$ cat config.mk
export PLATFORM = sky130hd
export DESIGN_NAME = ccff_chain_loader
export DESIGN_NICKNAME = d
export VERILOG_FILES = /design/src/rtl/ccff_loader_pkg.sv /design/src/rtl/ccff_word_serializer.sv /design/src/rtl/ccff_chain_loader.sv
export SDC_FILE = /design/constraint.sdc
export NUM_CORES = 1
export LEC_CHECK = 0
export CAP_MARGIN = 20
export CORE_MARGIN = 2
export CORE_UTILIZATION = 42
export CTS_BUF_LIST = sky130_fd_sc_hd__clkbuf_4 sky130_fd_sc_hd__clkbuf_8 sky130_fd_sc_hd__clkbuf_16
export DETAILED_ROUTE_END_ITERATION = 7
export PLACE_DENSITY = 0.67
export SLEW_MARGIN = 5
export SYNTH_ARGS = -nofsm -noshare
export SYNTH_HDL_FRONTEND = slang
export SYNTH_SLANG_ARGS = --single-unit
$ cat constraint.sdc
create_clock -name prog_clk -period 2.3 [get_ports prog_clk]
set_clock_uncertainty 0.2 [all_clocks]
set_input_delay 0.345 -clock prog_clk [delete_from_list [all_inputs] [get_ports prog_clk]]
set_output_delay 0.345 -clock prog_clk [all_outputs]
set_load 0.02 [all_outputs]
$ cat src/rtl/ccff_loader_pkg.sv
// ccff_loader_pkg
// Shared types and default sizing for the ccff chain loader.
//   state_e        : loader FSM states (idle, shifting, tail flush, done pulse)
//   DEF_CHAIN_LEN  : default number of flops in the downstream configuration chain
//   DEF_WORD_W     : default configuration word width
package ccff_loader_pkg;

    localparam int unsigned DEF_CHAIN_LEN = 64;
    localparam int unsigned DEF_WORD_W    = 8;

    typedef enum logic [1:0] {
        StIdle  = 2'd0,
        StShift = 2'd1,
        StFlush = 2'd2,
        StDone  = 2'd3
    } state_e;

endpackage

$ cat src/rtl/ccff_word_serializer.sv
// ccff_word_serializer
// Holds one configuration word and presents it MSB first, one bit per cycle, on a
// registered head/shift_en pair.
// Ports:
//   clk, rst  : clock, synchronous active-high reset
//   load      : capture data; its MSB appears on head next cycle
//   data      : word to capture
//   step      : advance to the next lower bit of the held word
//   bit_en    : shift_en value for the bit presented by load/step
//   flush     : drive head=0 with shift_en=1 for one cycle
//   head      : serial bit to the chain head (registered)
//   shift_en  : head carries a valid chain bit (registered)
//   last_bit  : LSB of the held word is currently on head
// With no command, shift_en drops and head holds its value.
module ccff_word_serializer
    import ccff_loader_pkg::*;
#(
    parameter int unsigned WORD_W = DEF_WORD_W
) (
    input  logic              clk,
    input  logic              rst,
    input  logic              load,
    input  logic [WORD_W-1:0] data,
    input  logic              step,
    input  logic              bit_en,
    input  logic              flush,
    output logic              head,
    output logic              shift_en,
    output logic              last_bit
);

    localparam int unsigned IDX_W = (WORD_W > 1) ? $clog2(WORD_W) : 1;

    logic [WORD_W-1:0] word_q;
    logic [IDX_W-1:0]  idx_q;
    logic              head_q;
    logic              shift_en_q;

    always_ff @(posedge clk) begin
        if (rst) begin
            word_q     <= '0;
            idx_q      <= '0;
            head_q     <= 1'b0;
            shift_en_q <= 1'b0;
        end else if (load) begin
            word_q     <= data;
            idx_q      <= IDX_W'(WORD_W - 1);
            head_q     <= data[WORD_W-1];
            shift_en_q <= bit_en;
        end else if (step) begin
            idx_q      <= idx_q - 1'b1;
            head_q     <= word_q[idx_q - 1'b1];
            shift_en_q <= bit_en;
        end else if (flush) begin
            head_q     <= 1'b0;
            shift_en_q <= 1'b1;
        end else begin
            shift_en_q <= 1'b0;
        end
    end

    assign head     = head_q;
    assign shift_en = shift_en_q;
    assign last_bit = (idx_q == '0);

endmodule

$ cat src/rtl/ccff_chain_loader.sv
// ccff_chain_loader
// Accepts configuration words over a valid/ready handshake and streams them MSB first
// into a ccff configuration chain, one bit per prog_clk cycle, gating the chain with
// ccff_shift_en. Bits past CHAIN_LEN are consumed without being shifted.
// Ports:
//   prog_clk, prog_reset           : clock, synchronous active-high reset
//   cfg_valid, cfg_data, cfg_last  : upstream word stream (cfg_last marks final word)
//   cfg_ready                      : word accepted this cycle (decoded from state only)
//   ccff_head, ccff_shift_en       : serial bit and shift gate to the chain
//   ccff_tail                      : chain tail, read back during flush
//   load_busy, load_done, load_err : status
// Build option: define CCFF_LOAD_CHECK_EN to check bitstream length and, after a
// correct-length load, flush the chain with zeros while comparing ccff_tail against
// the captured stream. Without it load_err is tied low and FLUSH is never entered.
module ccff_chain_loader
    import ccff_loader_pkg::*;
#(
    parameter int unsigned CHAIN_LEN = DEF_CHAIN_LEN,
    parameter int unsigned WORD_W    = DEF_WORD_W
) (
    input  logic              prog_clk,
    input  logic              prog_reset,
    input  logic              cfg_valid,
    input  logic [WORD_W-1:0] cfg_data,
    input  logic              cfg_last,
    output logic              cfg_ready,
    output logic              ccff_head,
    output logic              ccff_shift_en,
    input  logic              ccff_tail,
    output logic              load_busy,
    output logic              load_done,
    output logic              load_err
);

    localparam int unsigned CNT_W = $clog2(CHAIN_LEN + 1);

    state_e           state_q, state_d;
    logic [CNT_W-1:0] cnt_q, cnt_d, cnt_base;
    logic             last_q, last_d;
    logic             rst_q;
    logic             busy_q, done_q;
    logic             take;
    logic             ser_load, ser_step, ser_flush, bit_en, last_bit;

`ifdef CCFF_LOAD_CHECK_EN
    logic                 err_q, err_d;
    logic                 ovf_q, ovf_d;
    logic [CHAIN_LEN-1:0] cmp_q, cmp_d;
    logic                 len_ok;
`endif

    // Ready is held low for the cycle after a reset edge so nothing is accepted
    // while the loader is still coming out of reset.
    always_comb begin
        case (state_q)
            StIdle:  cfg_ready = ~rst_q;
            StShift: cfg_ready = last_bit & ~last_q;
            default: cfg_ready = 1'b0;
        endcase
    end

    assign take = cfg_valid & cfg_ready;

    always_comb begin
        state_d   = state_q;
        cnt_d     = cnt_q;
        last_d    = last_q;
        ser_load  = 1'b0;
        ser_step  = 1'b0;
        ser_flush = 1'b0;
        bit_en    = 1'b0;
        // A transfer out of IDLE restarts the count from zero.
        cnt_base  = (state_q == StIdle) ? '0 : cnt_q;
`ifdef CCFF_LOAD_CHECK_EN
        err_d  = err_q;
        ovf_d  = ovf_q;
        cmp_d  = cmp_q;
        len_ok = (cnt_q == CNT_W'(CHAIN_LEN)) && !ovf_q;
        // Capture every bit that actually enters the chain; flush zeros push the
        // captured stream out in the same order the tail returns it.
        if (ccff_shift_en) begin
            cmp_d = {cmp_q[CHAIN_LEN-2:0], ccff_head};
        end
`endif

        case (state_q)
            StIdle: begin
                if (take) begin
                    state_d  = StShift;
                    ser_load = 1'b1;
                    last_d   = cfg_last;
`ifdef CCFF_LOAD_CHECK_EN
                    err_d    = 1'b0;
                    ovf_d    = 1'b0;
`endif
                end
            end
            StShift: begin
                if (!last_bit) begin
                    ser_step = 1'b1;
                end else if (last_q) begin
`ifdef CCFF_LOAD_CHECK_EN
                    if (len_ok) begin
                        state_d   = StFlush;
                        cnt_d     = '0;
                        ser_flush = 1'b1;
                    end else begin
                        state_d = StDone;
                        err_d   = 1'b1;
                    end
`else
                    state_d = StDone;
`endif
                end else if (take) begin
                    ser_load = 1'b1;
                    last_d   = cfg_last;
                end
            end
            StFlush: begin
`ifdef CCFF_LOAD_CHECK_EN
                if (ccff_tail != cmp_q[CHAIN_LEN-1]) begin
                    err_d = 1'b1;
                end
                if (cnt_q == CNT_W'(CHAIN_LEN - 1)) begin
                    state_d = StDone;
                end else begin
                    cnt_d     = cnt_q + 1'b1;
                    ser_flush = 1'b1;
                end
`else
                state_d = StIdle;
`endif
            end
            StDone: begin
                state_d = StIdle;
            end
            default: begin
                state_d = StIdle;
            end
        endcase

        // Each new bit on head advances the saturating count; once the chain is full
        // further bits are presented with the shift gate closed.
        if (ser_load || ser_step) begin
            bit_en = (cnt_base != CNT_W'(CHAIN_LEN));
            if (bit_en) begin
                cnt_d = cnt_base + 1'b1;
            end
`ifdef CCFF_LOAD_CHECK_EN
            else begin
                ovf_d = 1'b1;
            end
`endif
        end
    end

    always_ff @(posedge prog_clk) begin
        rst_q <= prog_reset;
        if (prog_reset) begin
            state_q <= StIdle;
            cnt_q   <= '0;
            last_q  <= 1'b0;
            busy_q  <= 1'b0;
            done_q  <= 1'b0;
        end else begin
            state_q <= state_d;
            cnt_q   <= cnt_d;
            last_q  <= last_d;
            busy_q  <= (state_d != StIdle);
            done_q  <= (state_d == StDone);
        end
    end

`ifdef CCFF_LOAD_CHECK_EN
    always_ff @(posedge prog_clk) begin
        if (prog_reset) begin
            err_q <= 1'b0;
            ovf_q <= 1'b0;
            cmp_q <= '0;
        end else begin
            err_q <= err_d;
            ovf_q <= ovf_d;
            cmp_q <= cmp_d;
        end
    end

    assign load_err = err_q;
`else
    logic unused_tail;
    assign unused_tail = ccff_tail;
    assign load_err    = 1'b0;
`endif

    assign load_busy = busy_q;
    assign load_done = done_q;

    ccff_word_serializer #(
        .WORD_W (WORD_W)
    ) u_serializer (
        .clk      (prog_clk),
        .rst      (prog_reset),
        .load     (ser_load),
        .data     (cfg_data),
        .step     (ser_step),
        .bit_en   (bit_en),
        .flush    (ser_flush),
        .head     (ccff_head),
        .shift_en (ccff_shift_en),
        .last_bit (last_bit)
    );

endmodule

# Word-level counts from Yosys, hierarchy flattened
# Cells that the tools add are included.
[word_totals]
reg_bits = 26
input_bits = 13
out_inout_bits = 6
wordCells = 59
[op_classes]
add_sub_neg = 2
n_lt_le_gt_ge = 1
eq_ne = 7
mux = 26
bitwise_logic = 4
reduce_logical = 9
[ops]
columns = ["operator", "count"]
rows = [
  ["$mux 1", 15],
  ["$add 7x1->7 const B", 1],
  ["$mux 7", 1],
  ["$ne 7x7->1 const B", 1],
  ["$eq 2x2->1 const B", 3],
  ["$mux 2", 3],
  ["$mux 3", 2],
  ["$pmux 1 s2", 3],
  ["$pmux 2 s3", 1],
  ["$reduce_bool 2->1", 3],
  ["$lt 3x4->1 const B", 1],
  ["$ne 2x2->1 const B", 2],
  ["$bmux 1 s3", 1],
  ["$logic_not 3->1", 1],
  ["$reduce_and 3->1", 1],
  ["$sub 3x1->3 const B", 1],
  ["$and 1x1->1", 2],
  ["$eq 2x1->1 const B", 1],
  ["$logic_not 2->1", 1],
  ["$not 1->1", 2],
  ["$reduce_and 2->1", 1],
  ["$reduce_or 2->1", 1],
  ["$logic_or 1x1->1", 1],
]

# Logic depth before layout (Yosys ltp)
# Gate-level depths: netlist of the first run.
[depth]
ltp_word = 12
mapped_depth = 10
mapped_depth_nobuf = 8

# Hierarchy
# A second synthesis of the first run with hierarchy kept.
[unflattened]
hier_cells = 141
hier_area_um2 = 1277.5
[by_module_without_submodules]
columns = ["module", "instances", "cells_per_inst", "area_each_um2", "seq_area_each_um2"]
rows = [
  ["ccff_chain_loader", 1, 81, 703.2, 260.2],
  ["ccff_word_serializer", 1, 60, 574.3, 260.2],
]

# Worst setup path before layout of the first run
# Ideal clock, no wire load.
[synth_timing]
path_kind = "register to register"
start = "reg state_q[1]"
end = "reg cnt_q[0]"
setup_time_ns = 0.138
arrival_time_ns = 1.924
t_required_ns = 1.962
setup_slack_ns = 0.038
stages_incl_launch_ff = 11
n_path_buf = 2
period_less_slack_ns = 2.262
path_cell_list = "dfxtp_1 > buf_2 > or2_2 > and2_1 > inv_1 > ha_1 > nand2_1 > or4_1 > buf_2 > a21oi_1 > a211oi_1"
[synth_between]
elab_chain_cells = 9
elab_cells_between_ends = 14
cone_classes = "add/sub: 1; eq/ne: 2; mux: 7; bitwise: 1; reduce/logical: 3"
[synth_lines]
columns = ["item", "line", "text"]
rows = [
  ["start: declaration", "ccff_chain_loader.sv:37", "state_e state_q, state_d;"],
  ["start signal: assignment", "ccff_chain_loader.sv:160", "state_q <= StIdle;"],
  ["start signal: assignment", "ccff_chain_loader.sv:166", "state_q <= state_d;"],
  ["$eq 2x1->1 or $logic_not 2->1 (tied branches)", "ccff_chain_loader.sv:55, ccff_chain_loader.sv:86, ccff_chain_loader.sv:73", ""],
  ["$pmux 1 s2", "ccff_chain_loader.sv:55", "case (state_q)"],
  ["$and 1x1->1", "ccff_chain_loader.sv:62", "assign take = cfg_valid & cfg_ready;"],
  ["$mux 1", "ccff_chain_loader.sv:88, ccff_chain_loader.sv:114", ""],
  ["$mux 1", "ccff_chain_loader.sv:101", "end else if (last_q) begin"],
  ["$mux 1", "ccff_chain_loader.sv:99", "if (!last_bit) begin"],
  ["$pmux 1 s2", "ccff_chain_loader.sv:86", "case (state_q)"],
  ["$logic_or 1x1->1", "ccff_chain_loader.sv:144", "if (ser_load || ser_step) begin"],
  ["$reduce_and 2->1 (no source line)", "-", ""],
  ["end signal: assignment", "ccff_chain_loader.sv:167", "cnt_q <= cnt_d;"],
  ["end: declaration", "ccff_chain_loader.sv:38", "logic [CNT_W-1:0] cnt_q, cnt_d, cnt_base;"],
]
# Parallel ways exist; a longest one is shown, timed or not.
# A chain may end at the register's enable or synchronous reset.

# Worst setup path after layout of the first run
[layout_timing]
start = "reg state_q[1]"
end = "reg cnt_q[5]"
# The elaborated chain is that of the path after synthesis.

==> impl_results.md, run 1 <==
- Status: finished, final reports clean
- H-tree depth: 1
- Total CTS buffers: 3
- Drt initial violations: 21
- Vias in the first global route: 1,015
- Post-placement setup slack: 0.01135 ns
- Cell area after layout: 1553 sq um
- Syn-to-layout area delta: 20.60%
- IO Pins: 19
- Synth Instances: 139
- Crit Path Class: flop to flop
- Share of layout cells above drive strength 1: 0.1438
- Final core occ: 0.5214
- CTS tree: done
- Mapped Area: 1287 sq um
- Crit Reg-Reg Startpoint: state_q[1]
- Req. time, crit path: 2.38 ns
- Internal power: 0.6699 mW
- DP HPWL: 1912 um
- Overall routed net length: 2594 um
- Cell Count, Final, Fillers Out: 193
- Number of synthesized flops with an enable pin: 0
- Ant diodes: 0
- Commonest cells in the synthesized netlist: dfxtp_1, nor2_1, mux2i_1
- DIE HEIGHT: 59.37 um
- Drt wl/cell: 13.44 um
- DIE WIDTH: 59.37 um
- I/O Buffers: 16
- Synth area leader: dfxtp_1
- Setup TNS: 0 ns
- Initial antenna violation count: 0
- CTS Root Cell: clkbuf_4
- Synth Warn #: 0
- Yosys cell types: 44
- Lkg Pwr: 0.6292 nW
- Fill count: 285
- Gr ovfl total: 0
- Num Clock Sinks: 26
- Crit Path Max Fanout: 6
- Area occupied by multi-input gates: 713.2 sq um
- Hold crit path type: flop to flop
- Die footprint: 3524 sq um
- Max-Cap Viols: 0
- RSZ-0062 raised after global routing: false
- Reg area: 520.5 sq um
- Area contributors post-synth: dfxtp_1, mux2i_1, nor2_1
- Final Cycle Share: 0.9517
- Max Fclk: 0.4569 GHz
- Clk network pwr share: 0.252
- Comb pwr share: 0.217
- Tmin final: 2.189 ns
- Ys flop type: dfxtp_1
- Critical path arrival: 2.27 ns
- Tightest hold margin: 0.2947 ns
- CTS clk-pin slew, worst paths: 0.14 ns
- Drt pass-1 iters: 4
- Starting Density: 0.4324
- Drt via density: 5.663
- Startpoint types: flop
- Placed inst area: 1511 sq um
- DRC viols: 0
- Total power: 0.9212 mW
- Routed Antenna Nets: 0
- Largest net degree at the start of global routing: 15
- Clock Path Buffers: 2
- GP Congestion: 0.8327
- Setup violators final: 0
- Most frequent cell after synthesis: dfxtp_1
- Post-CTS Setup Inserts: 0
- Sequential Power Share: 0.531
- First-pass GRT wire length: 4436 um
- Inst Count DP: 189
- Core Box Area: 2978 sq um
- Net Sw Power: 0.2513 mW
- Std-Cell Rows: 20
- CP Launch Point: state_q[1]
- Post-synth top area share: 0.4043
- Synth Area per Inst: 9.262 sq um
- Syn nets: 156
- Cts hold-fix bufs: 0
- Total vias in the final route: 1,093
- Sequential fraction of the synthesis area: 0.4043
- Power Density: 593.3 nW/um^2
- Min setup slack post-route: 0.1112 ns
- Final Hold Vio Count: 0
- Yosys reg bits: 26
- Setup crit end kind: flop
- Sw frac: 0.2728
- Slew Limit Fails: 0
- Hold Startpoint: cnt_q[0]
- Worst vdd ir: 0.0002886 V
- NumNets Final: 178
- Latest clock arrival within the worst-skew pair: 0.32 ns
- Async set-reset flop share out of synthesis: 0
- GRT Overall Usage: 0.1645
==> kinds of logic after synthesis <==
logic type / share of synthesized area
AND/OR/NAND/NOR: 0.2294
AO/OA/AOI/OAI: 0.1409
XOR/XNOR: 0.01361
other: 0.002913
adder cells (fa/ha/maj): 0.03887
buffers and inverters: 0.04955
multiplexers: 0.1205
flip-flops: 0.4043
==> critical path, stage by stage, from the launching register on <==
cell and delay, ns:
dfxtp_1 0.34, or2_2 0.34, and2_1 0.19, inv_1 0.06
ha_1 0.15, nand2_1 0.10, or4_4 0.48, o211ai_1 0.12
a32o_1 0.18
==> power by group through the flow <==
stage	combinational (mW)	sequential, mW	clock, mW
5_1_grt	0.223	0.492	0.257
3_5_place_dp	0.202	0.499	0
3_3_place_gp	0.198	0.498	0
4_1_cts	0.201	0.489	0.238
6_report	0.200	0.489	0.232
2_1_floorplan	0.130	0.503	0
==> layout by cell type, fill, tap and decap left out, drive strengths merged, types with 2 or more instances in the layout <==
cell           synthesis  final
nor2b                  4      4
ha                     4      4
clkbuf                 2      5
a21oi                  5      5
mux4                   2      2
or3                    2      2
buf                    5      8
and2                   2      2
nor3b                  2      2
nor4                   2      2
xnor2                  2      2
nand2                  6      6
o21ai                  5      5
mux2i                 11     11
nor3                   5      5
nand3                  6      6
dfxtp                 26     26
inv                    6      6
clkdlybuf4s50          0     15
and3                   2      2
o211ai                 3      3
a32o                   4      4
nor4bb                 2      2
nor2                  15     15
==> path summary, 6_finish.rpt <==
kind / slack [ns] / end / depth (start not counted)
worst max register to register: 0.11 / cnt_q[5] / 8
worst max-delay path: 0.11 / cnt_q[5] / 8
worst min register to register: 0.29 / cnt_q[0] / 1
worst min-delay path: 0.29 / cnt_q[0] / 1
==> repair_timing <==
action | 4_1_cts | 5_1_grt
gates resized for setup | 2 | 3
pin swaps | 0 | 2
endpoints found under the setup margin | 3 | 6
==> layer usage <==
layer  up-vias  GRT usage  part of all wire  routed length [um]
met5         -          0                 0                   0
met4         0    0.04870            0.0050                  13
met3         2    0.03275             0.032                  83
met2        16     0.2810              0.49                1280
met1       525     0.2084              0.47                1216
li1        550          -                 -                   -
==> layout make-up <==
class,instances,area share
Multi-Input combinational cell,99,0.4593
Sequential cell,26,0.3352
Timing Repair Buffer,24,0.1386
Tap cell,33,0.02659
Clock buffer,4,0.02337
Inverter,7,0.01692
==> sequential cells by signal, indices dropped and copies added, names as in the netlist <==
signal,count
cnt_q,7
u_serializer.idx_q,3
last_q,1
rst_q,1
state_q,2
load_done,1
u_serializer.head,1
u_serializer.shift_en,1
u_serializer.word_q,8
load_busy,1
Power figures use the tool's default switching activity.
==> run 2: changes to the inputs <==
Settings changed: SLEW_MARGIN 5 to 0.
==> results of run 2 <==
Same layout as run 1: the final DEF is identical, and so are final timing and power.
